$ cat config.mk
export PLATFORM = sky130hd
export DESIGN_NAME = sym_dec
export DESIGN_NICKNAME = d
export VERILOG_FILES = /design/src/rtl/sym_dec.sv
export SDC_FILE = /design/constraint.sdc
export NUM_CORES = 1
export LEC_CHECK = 0
export BUFFER_PORTS_ARGS = -buffer_cell sky130_fd_sc_hd__buf_2
export CORE_MARGIN = 5
export CORE_UTILIZATION = 32
export CTS_CLUSTER_SIZE = 14
export DETAILED_ROUTE_END_ITERATION = 8
export MAX_ROUTING_LAYER = met4
export PLACE_DENSITY_LB_ADDON = 0.15
export SYNTH_ARGS = -nofsm -noshare
export SYNTH_HDL_FRONTEND = slang
export SYNTH_SLANG_ARGS = --single-unit
$ cat constraint.sdc
create_clock -name clk -period 8.7 [get_ports clk]
set_input_delay 0.435 -clock clk [delete_from_list [all_inputs] [get_ports clk]]
set_output_delay 0.435 -clock clk [all_outputs]
set_load 0.02 [all_outputs]
$ cat src/rtl/sym_dec.sv
// Receive-side symbol decoder: hard-decides one bit per OFDM symbol from two bin magnitudes,
// then acquires the preamble, hunts the SFD, parses the PHR length and writes payload bytes.
module sym_dec #(
    parameter int unsigned      WIDTH       = 10,
    parameter logic [WIDTH-1:0] THRESH      = 10'd64,
    parameter int unsigned      PRE_MIN     = 8,
    parameter logic [7:0]       SFD         = 8'hA7,
    parameter int unsigned      SFD_TIMEOUT = 32
) (
    input  logic             clk,
    input  logic             reset,
    input  logic             i_sym_valid,
    input  logic [WIDTH-1:0] i_bin1_mag,
    input  logic [WIDTH-1:0] i_bin2_mag,
    output logic             o_buf_w_en,
    output logic [6:0]       o_buf_w_addr,
    output logic [7:0]       o_buf_byte,
    output logic [6:0]       o_len,
    output logic [2:0]       o_ev,
    output logic             o_ev_sig,
    output logic             o_active,
    output logic             o_sfd
);

    localparam int ALT_W = $clog2(PRE_MIN + 1);
    localparam int TO_W  = $clog2(SFD_TIMEOUT + 1);

    typedef enum logic [2:0] {
        S_IDLE,
        S_PREAMBLE,
        S_SFD_HUNT,
        S_PHR,
        S_PAYLOAD
    } state_e;

    typedef enum logic [2:0] {
        EV_NONE    = 3'd0,
        EV_STARTED = 3'd1,
        EV_SFD     = 3'd2,
        EV_PHR     = 3'd3,
        EV_BYTE    = 3'd4,
        EV_END     = 3'd5,
        EV_ERROR   = 3'd6
    } event_e;

    state_e           state_q;
    event_e           ev_q;
    logic             evSig_q;
    logic [7:0]       sr_q;
    logic [2:0]       bitCnt_q;
    logic [ALT_W-1:0] altCnt_q;
    logic             prevBit_q;
    logic [TO_W-1:0]  toCnt_q;
    logic [6:0]       idx_q;
    logic [6:0]       len_q;
    logic             wEn_q;
    logic [6:0]       wAddr_q;
    logic [7:0]       byte_q;
    logic             active_q;
    logic             sfd_q;

    logic [WIDTH-1:0] maxMag;
    logic             carrier;
    logic             symBit;
    logic [7:0]       srNext;
    logic [ALT_W-1:0] altNext;
    logic [TO_W-1:0]  toNext;
    logic             errNow;

    assign maxMag  = (i_bin1_mag > i_bin2_mag) ? i_bin1_mag : i_bin2_mag;
    assign carrier = (maxMag >= THRESH);
    assign symBit  = (i_bin1_mag > i_bin2_mag);
    assign srNext  = {symBit, sr_q[7:1]};
    assign altNext = altCnt_q + ALT_W'(1);
    assign toNext  = toCnt_q + TO_W'(1);

    // Every abort condition gathered here so the FSM handles ERROR in one place.
    always_comb begin
        errNow = 1'b0;
        if (i_sym_valid) begin
            case (state_q)
                S_SFD_HUNT: errNow = !carrier || (srNext != SFD && toNext == TO_W'(SFD_TIMEOUT));
                S_PHR:      errNow = !carrier ||
                                     (bitCnt_q == 3'd7 && (srNext[7] || srNext[6:0] == 7'd0));
                S_PAYLOAD:  errNow = !carrier;
                default:    errNow = 1'b0;
            endcase
        end
    end

    always_ff @(posedge clk) begin
        if (reset) begin
            state_q   <= S_IDLE;
            ev_q      <= EV_NONE;
            evSig_q   <= 1'b0;
            sr_q      <= 8'd0;
            bitCnt_q  <= 3'd0;
            altCnt_q  <= '0;
            prevBit_q <= 1'b0;
            toCnt_q   <= '0;
            idx_q     <= 7'd0;
            len_q     <= 7'd0;
            wEn_q     <= 1'b0;
            wAddr_q   <= 7'd0;
            byte_q    <= 8'd0;
            active_q  <= 1'b0;
            sfd_q     <= 1'b0;
        end else begin
            ev_q    <= EV_NONE;
            evSig_q <= 1'b0;
            wEn_q   <= 1'b0;
            if (i_sym_valid) begin
                sr_q <= srNext;
                if (errNow) begin
                    state_q  <= S_IDLE;
                    ev_q     <= EV_ERROR;
                    evSig_q  <= 1'b1;
                    active_q <= 1'b0;
                    sfd_q    <= 1'b0;
                end else begin
                    case (state_q)
                        S_IDLE: begin
                            if (carrier) begin
                                state_q   <= S_PREAMBLE;
                                altCnt_q  <= ALT_W'(1);
                                prevBit_q <= symBit;
                            end
                        end
                        S_PREAMBLE: begin
                            if (!carrier) begin
                                state_q <= S_IDLE;
                            end else begin
                                prevBit_q <= symBit;
                                if (symBit == prevBit_q) begin
                                    altCnt_q <= ALT_W'(1);
                                end else if (altNext == ALT_W'(PRE_MIN)) begin
                                    state_q  <= S_SFD_HUNT;
                                    ev_q     <= EV_STARTED;
                                    evSig_q  <= 1'b1;
                                    active_q <= 1'b1;
                                    toCnt_q  <= '0;
                                    altCnt_q <= '0;
                                end else begin
                                    altCnt_q <= altNext;
                                end
                            end
                        end
                        S_SFD_HUNT: begin
                            // The match window spans preamble bits too, since sr shifts on every symbol.
                            if (srNext == SFD) begin
                                state_q  <= S_PHR;
                                ev_q     <= EV_SFD;
                                evSig_q  <= 1'b1;
                                sfd_q    <= 1'b1;
                                bitCnt_q <= 3'd0;
                            end else begin
                                toCnt_q <= toNext;
                            end
                        end
                        S_PHR: begin
                            bitCnt_q <= bitCnt_q + 3'd1;
                            if (bitCnt_q == 3'd7) begin
                                state_q <= S_PAYLOAD;
                                len_q   <= srNext[6:0];
                                ev_q    <= EV_PHR;
                                evSig_q <= 1'b1;
                                idx_q   <= 7'd0;
                            end
                        end
                        S_PAYLOAD: begin
                            bitCnt_q <= bitCnt_q + 3'd1;
                            if (bitCnt_q == 3'd7) begin
                                wEn_q   <= 1'b1;
                                wAddr_q <= idx_q;
                                byte_q  <= srNext;
                                evSig_q <= 1'b1;
                                if (idx_q == len_q - 7'd1) begin
                                    state_q  <= S_IDLE;
                                    ev_q     <= EV_END;
                                    active_q <= 1'b0;
                                    sfd_q    <= 1'b0;
                                end else begin
                                    ev_q  <= EV_BYTE;
                                    idx_q <= idx_q + 7'd1;
                                end
                            end
                        end
                        default: state_q <= S_IDLE;
                    endcase
                end
            end
        end
    end

    assign o_ev         = ev_q;
    assign o_ev_sig     = evSig_q;
    assign o_buf_w_en   = wEn_q;
    assign o_buf_w_addr = wAddr_q;
    assign o_buf_byte   = byte_q;
    assign o_len        = len_q;
    assign o_active     = active_q;
    assign o_sfd        = sfd_q;

endmodule
==> metrics.txt <==
Overall Global Routing Usage 14.3%; worst-skew pair later-pin latency 0.34 ns; CP endpoint kind flop; cell area after placement 3750 um2; dpl hpwl 6440 um; yosys warns 0; gr ovfl total 0; peak supply drop 0.0734 mV; sequential area share after synthesis 35.1%; Lkg Pwr 1.70 nW; Resized Gates After CTS 0; ys async rst share 0%; fill count 1082; final setup fails 0; clock sink total 60; fraction of synthesized cell area in xor and xnor cells 4.61%; mapped cell area 3420 um2; switching share of power 28.3%; Design Area, Final 3930 um2; DIE AREA 12900 um2; unrepaired setup endpoints after global routing false; initial core utilization 33.0%; Slew Limit Fails 0; Setup TNS 0 ns; Most used DFF post-synth dfxtp_1; Critical Path RT 8.96 ns; DRT iter0 DRCs 185; die height 113 um; num rows 37; clk root buf clkbuf_8; Ant. Diodes 0; max cap viols 0; pwr/cell area 142 nW/um2; CP Data Arrival Time 3.70 ns; syn_area_per_cell 8.53 um2; GRT met2 Usage 21.9%; Mapped Cells 401; core area 10400 um2; multiplexer share of the synthesized area 6.77%; clk buf depth 2; io pins 52; number of vias in the routed layout 3061; die width 113 um; Post-Syn Nets 441; Tcrit/Tclk final 39.6%; share of cells above drive strength 1 18.1%; slew margin rel. 17.4%; drt drc 0; Comb pwr share 9.5%; Worst Hold Class reg2reg; simple-gate share of the synthesized area 24.4%; H-tree levels 3; main combinational cell family by area after synthesis simple AND/OR/NAND/NOR gates; Area Growth Syn to Fin 14.9%; Seq pwr share 50.0%; Worst setup SP type input port; EDFF count, synth 0; NumNets Final 488; outcome finished clean; Yosys reg bits 60; drt wl/cell 14.7 um; hold buffer count at CTS 0; iteration count of the initial detailed-routing pass 4; CP Class in2reg; TritonCTS buffer count 9; first-pass GRT wire length 14800 um; met1 GRT Util 18.7%; Clock Skew 0.0108 ns; vias in the first global route 3056; met3 Use GR 2.49%; Fin. Hold Viols 0; DR vias/cell 5.20; Post-CTS Setup Inserts 0; clock power share 40.5%; WL final 8640 um; library cells used by synthesis 60; I/O Buffers 51; Compound-Gate Fraction of Synth Area 17.7%; largest net degree at the start of global routing 52; Power Internal 400 uW; CTS tree yes; pin slew with the least headroom to its limit 1.22 ns; Peak Freq 291 MHz; most crowded layer after global routing met2; Final ANT Viol Nets 0; Crit Path Max Fanout 12; clock-pin slew on the worst setup and hold paths 0.08 ns; initial antenna violation count 0; Sw Pwr 158 uW; Routability Congestion 0.838; Adder-Cell Fraction of Synth Area 6.22%; fin crit period 3.44 ns
==> kinds of logic (layout without fill, tap and decap cells) <==
kind of cell | Yosys count | count (layout)
XOR/XNOR | 18 | 18
AO/OA/AOI/OAI | 90 | 90
adder cells (fa/ha/maj) | 17 | 17
multiplexers | 23 | 23
buffers and inverters | 36 | 88
flip-flops | 60 | 60
AND/OR/NAND/NOR | 157 | 157
==> Yosys cell counts (2+ instances only) <==
cell	count	area (um2)
a21boi_0	2	15.0
and4_1	4	35.0
nand3_1	16	80.1
buf_6	4	45.0
nor2b_1	3	18.8
nor2_1	45	169
ha_1	17	213
o41ai_1	5	43.8
xor2_1	5	43.8
dfxtp_1	60	1200
o311ai_0	4	35.0
o21a_1	3	22.5
a21oi_1	28	140
xnor2_1	13	114
or4_1	4	30.0
and3_1	2	12.5
nand4_1	8	50.1
o22ai_1	4	25.0
nand3b_1	2	15.0
buf_1	2	7.51
and2_1	2	12.5
o21ai_0	18	90.1
buf_2	2	10.0
mux2i_1	22	220
nor3b_1	4	30.0
o211ai_1	3	22.5
nand2_1	26	97.6
clkbuf_1	8	30.0
inv_1	19	71.3
nor4_1	9	56.3
o311a_1	2	20.0
nor3_1	18	90.1
or3_4	2	22.5
o211a_1	3	30.0
a221oi_2	2	30.0
nand4b_1	2	17.5
a211oi_1	5	37.5
==> per-stage QoR <==
stage	worst slack (ns)	util (%)	std cells	total power, mW	hold WS, ns
final	5.26	37.9	589	0.558	0.459
after global routing	4.88	37.9	589	0.584	0.494
after CTS	5.29	37.9	589	0.566	0.460
after detailed placement	4.92	36.2	573	0.338	0.450
after global placement	5.07	36.2	573	0.338	0.448
after floorplan	5.63	-	401	0.328	0.433
==> worst max-delay path, cell delays in order <==
cell and delay (ns):
buf_2 0.09, inv_1 0.04, ha_1 0.31, a21oi_1 0.20, o21ai_1 0.15, nor4_4 0.43
or3_4 0.23, nand2_1 0.16, o311ai_1 1.07, nor2_1 0.34, nor3_1 0.27
==> final timing paths <==
path | start | cells past startpoint | end | slack, ns
worst max-delay path | i_bin2_mag[9] | 11 | idx_q[5]$_SDFFE_PP0P_ | 5.26
worst min-delay path | bitCnt_q[1]$_SDFFE_PP0P_ | 2 | bitCnt_q[1]$_SDFFE_PP0P_ | 0.46
worst max register to register | o_len[0]$_SDFFE_PP0P_ | 10 | idx_q[3]$_SDFFE_PP0P_ | 5.55
worst min register to register | bitCnt_q[1]$_SDFFE_PP0P_ | 2 | bitCnt_q[1]$_SDFFE_PP0P_ | 0.46
==> power groups by stage <==
stage / clock network (mW) / registers (mW) / logic, mW
2_1_floorplan: 0 / 0.284 / 0.0438
3_3_place_gp: 0 / 0.285 / 0.0525
3_5_place_dp: 0 / 0.285 / 0.0526
4_1_cts: 0.234 / 0.279 / 0.0529
5_1_grt: 0.246 / 0.279 / 0.0591
6_report: 0.226 / 0.279 / 0.0528
==> layer usage <==
layer | vias to the layer above | wire length [um]
met5 | - | 0
met1 | 1399 | 4240
met4 | 0 | 154
li1 | 1574 | -
met2 | 76 | 3870
met3 | 12 | 372
==> flip-flops by register name (all words and copies together) (netlist names), 3 cells and up <==
register      count
o_buf_byte        8
idx_q             7
o_buf_w_addr      7
o_len             7
sr_q              7
toCnt_q           6
altCnt_q          4
bitCnt_q          3
o_ev              3
state_q           3
==> cells in the final DEF (no fill, tap or decap), types with 2 or more instances in the layout <==
master	synthesis	routed
dfxtp_1	60	60
buf_2	2	51
nor2_1	45	45
a21oi_1	28	28
nand2_1	26	26
mux2i_1	22	22
inv_1	19	19
o21ai_0	18	18
nor3_1	18	18
ha_1	17	17
nand3_1	16	16
xnor2_1	13	13
nor4_1	9	9
clkbuf_8	1	9
nand4_1	8	8
a211oi_1	5	5
xor2_1	5	5
o41ai_1	5	5
and4_1	4	4
or4_1	4	4
nor3b_1	4	4
o22ai_1	4	4
o311ai_0	4	4
o211a_1	3	3
nor2b_1	3	3
o211ai_1	3	3
o21a_1	3	3
clkinv_4	0	3
or3_4	2	2
and2_1	2	2
a21boi_0	2	2
o311a_1	2	2
nand4b_1	2	2
and3_1	2	2
a221oi_2	2	2
nand3b_1	2	2
clkinv_2	0	2
buf_4	0	2
==> final cells by class <==
type,instances,area [um2],area share (%)
multi-input combinational,305,2040,51.9
sequential,60,1200,30.6
timing repair buffer,53,270,6.87
tap,136,170,4.33
clock buffer,9,124,3.15
inverter,19,71.3,1.81
clock inverter,7,52.6,1.34
Note: power is estimated with default switching activity, not from simulation.
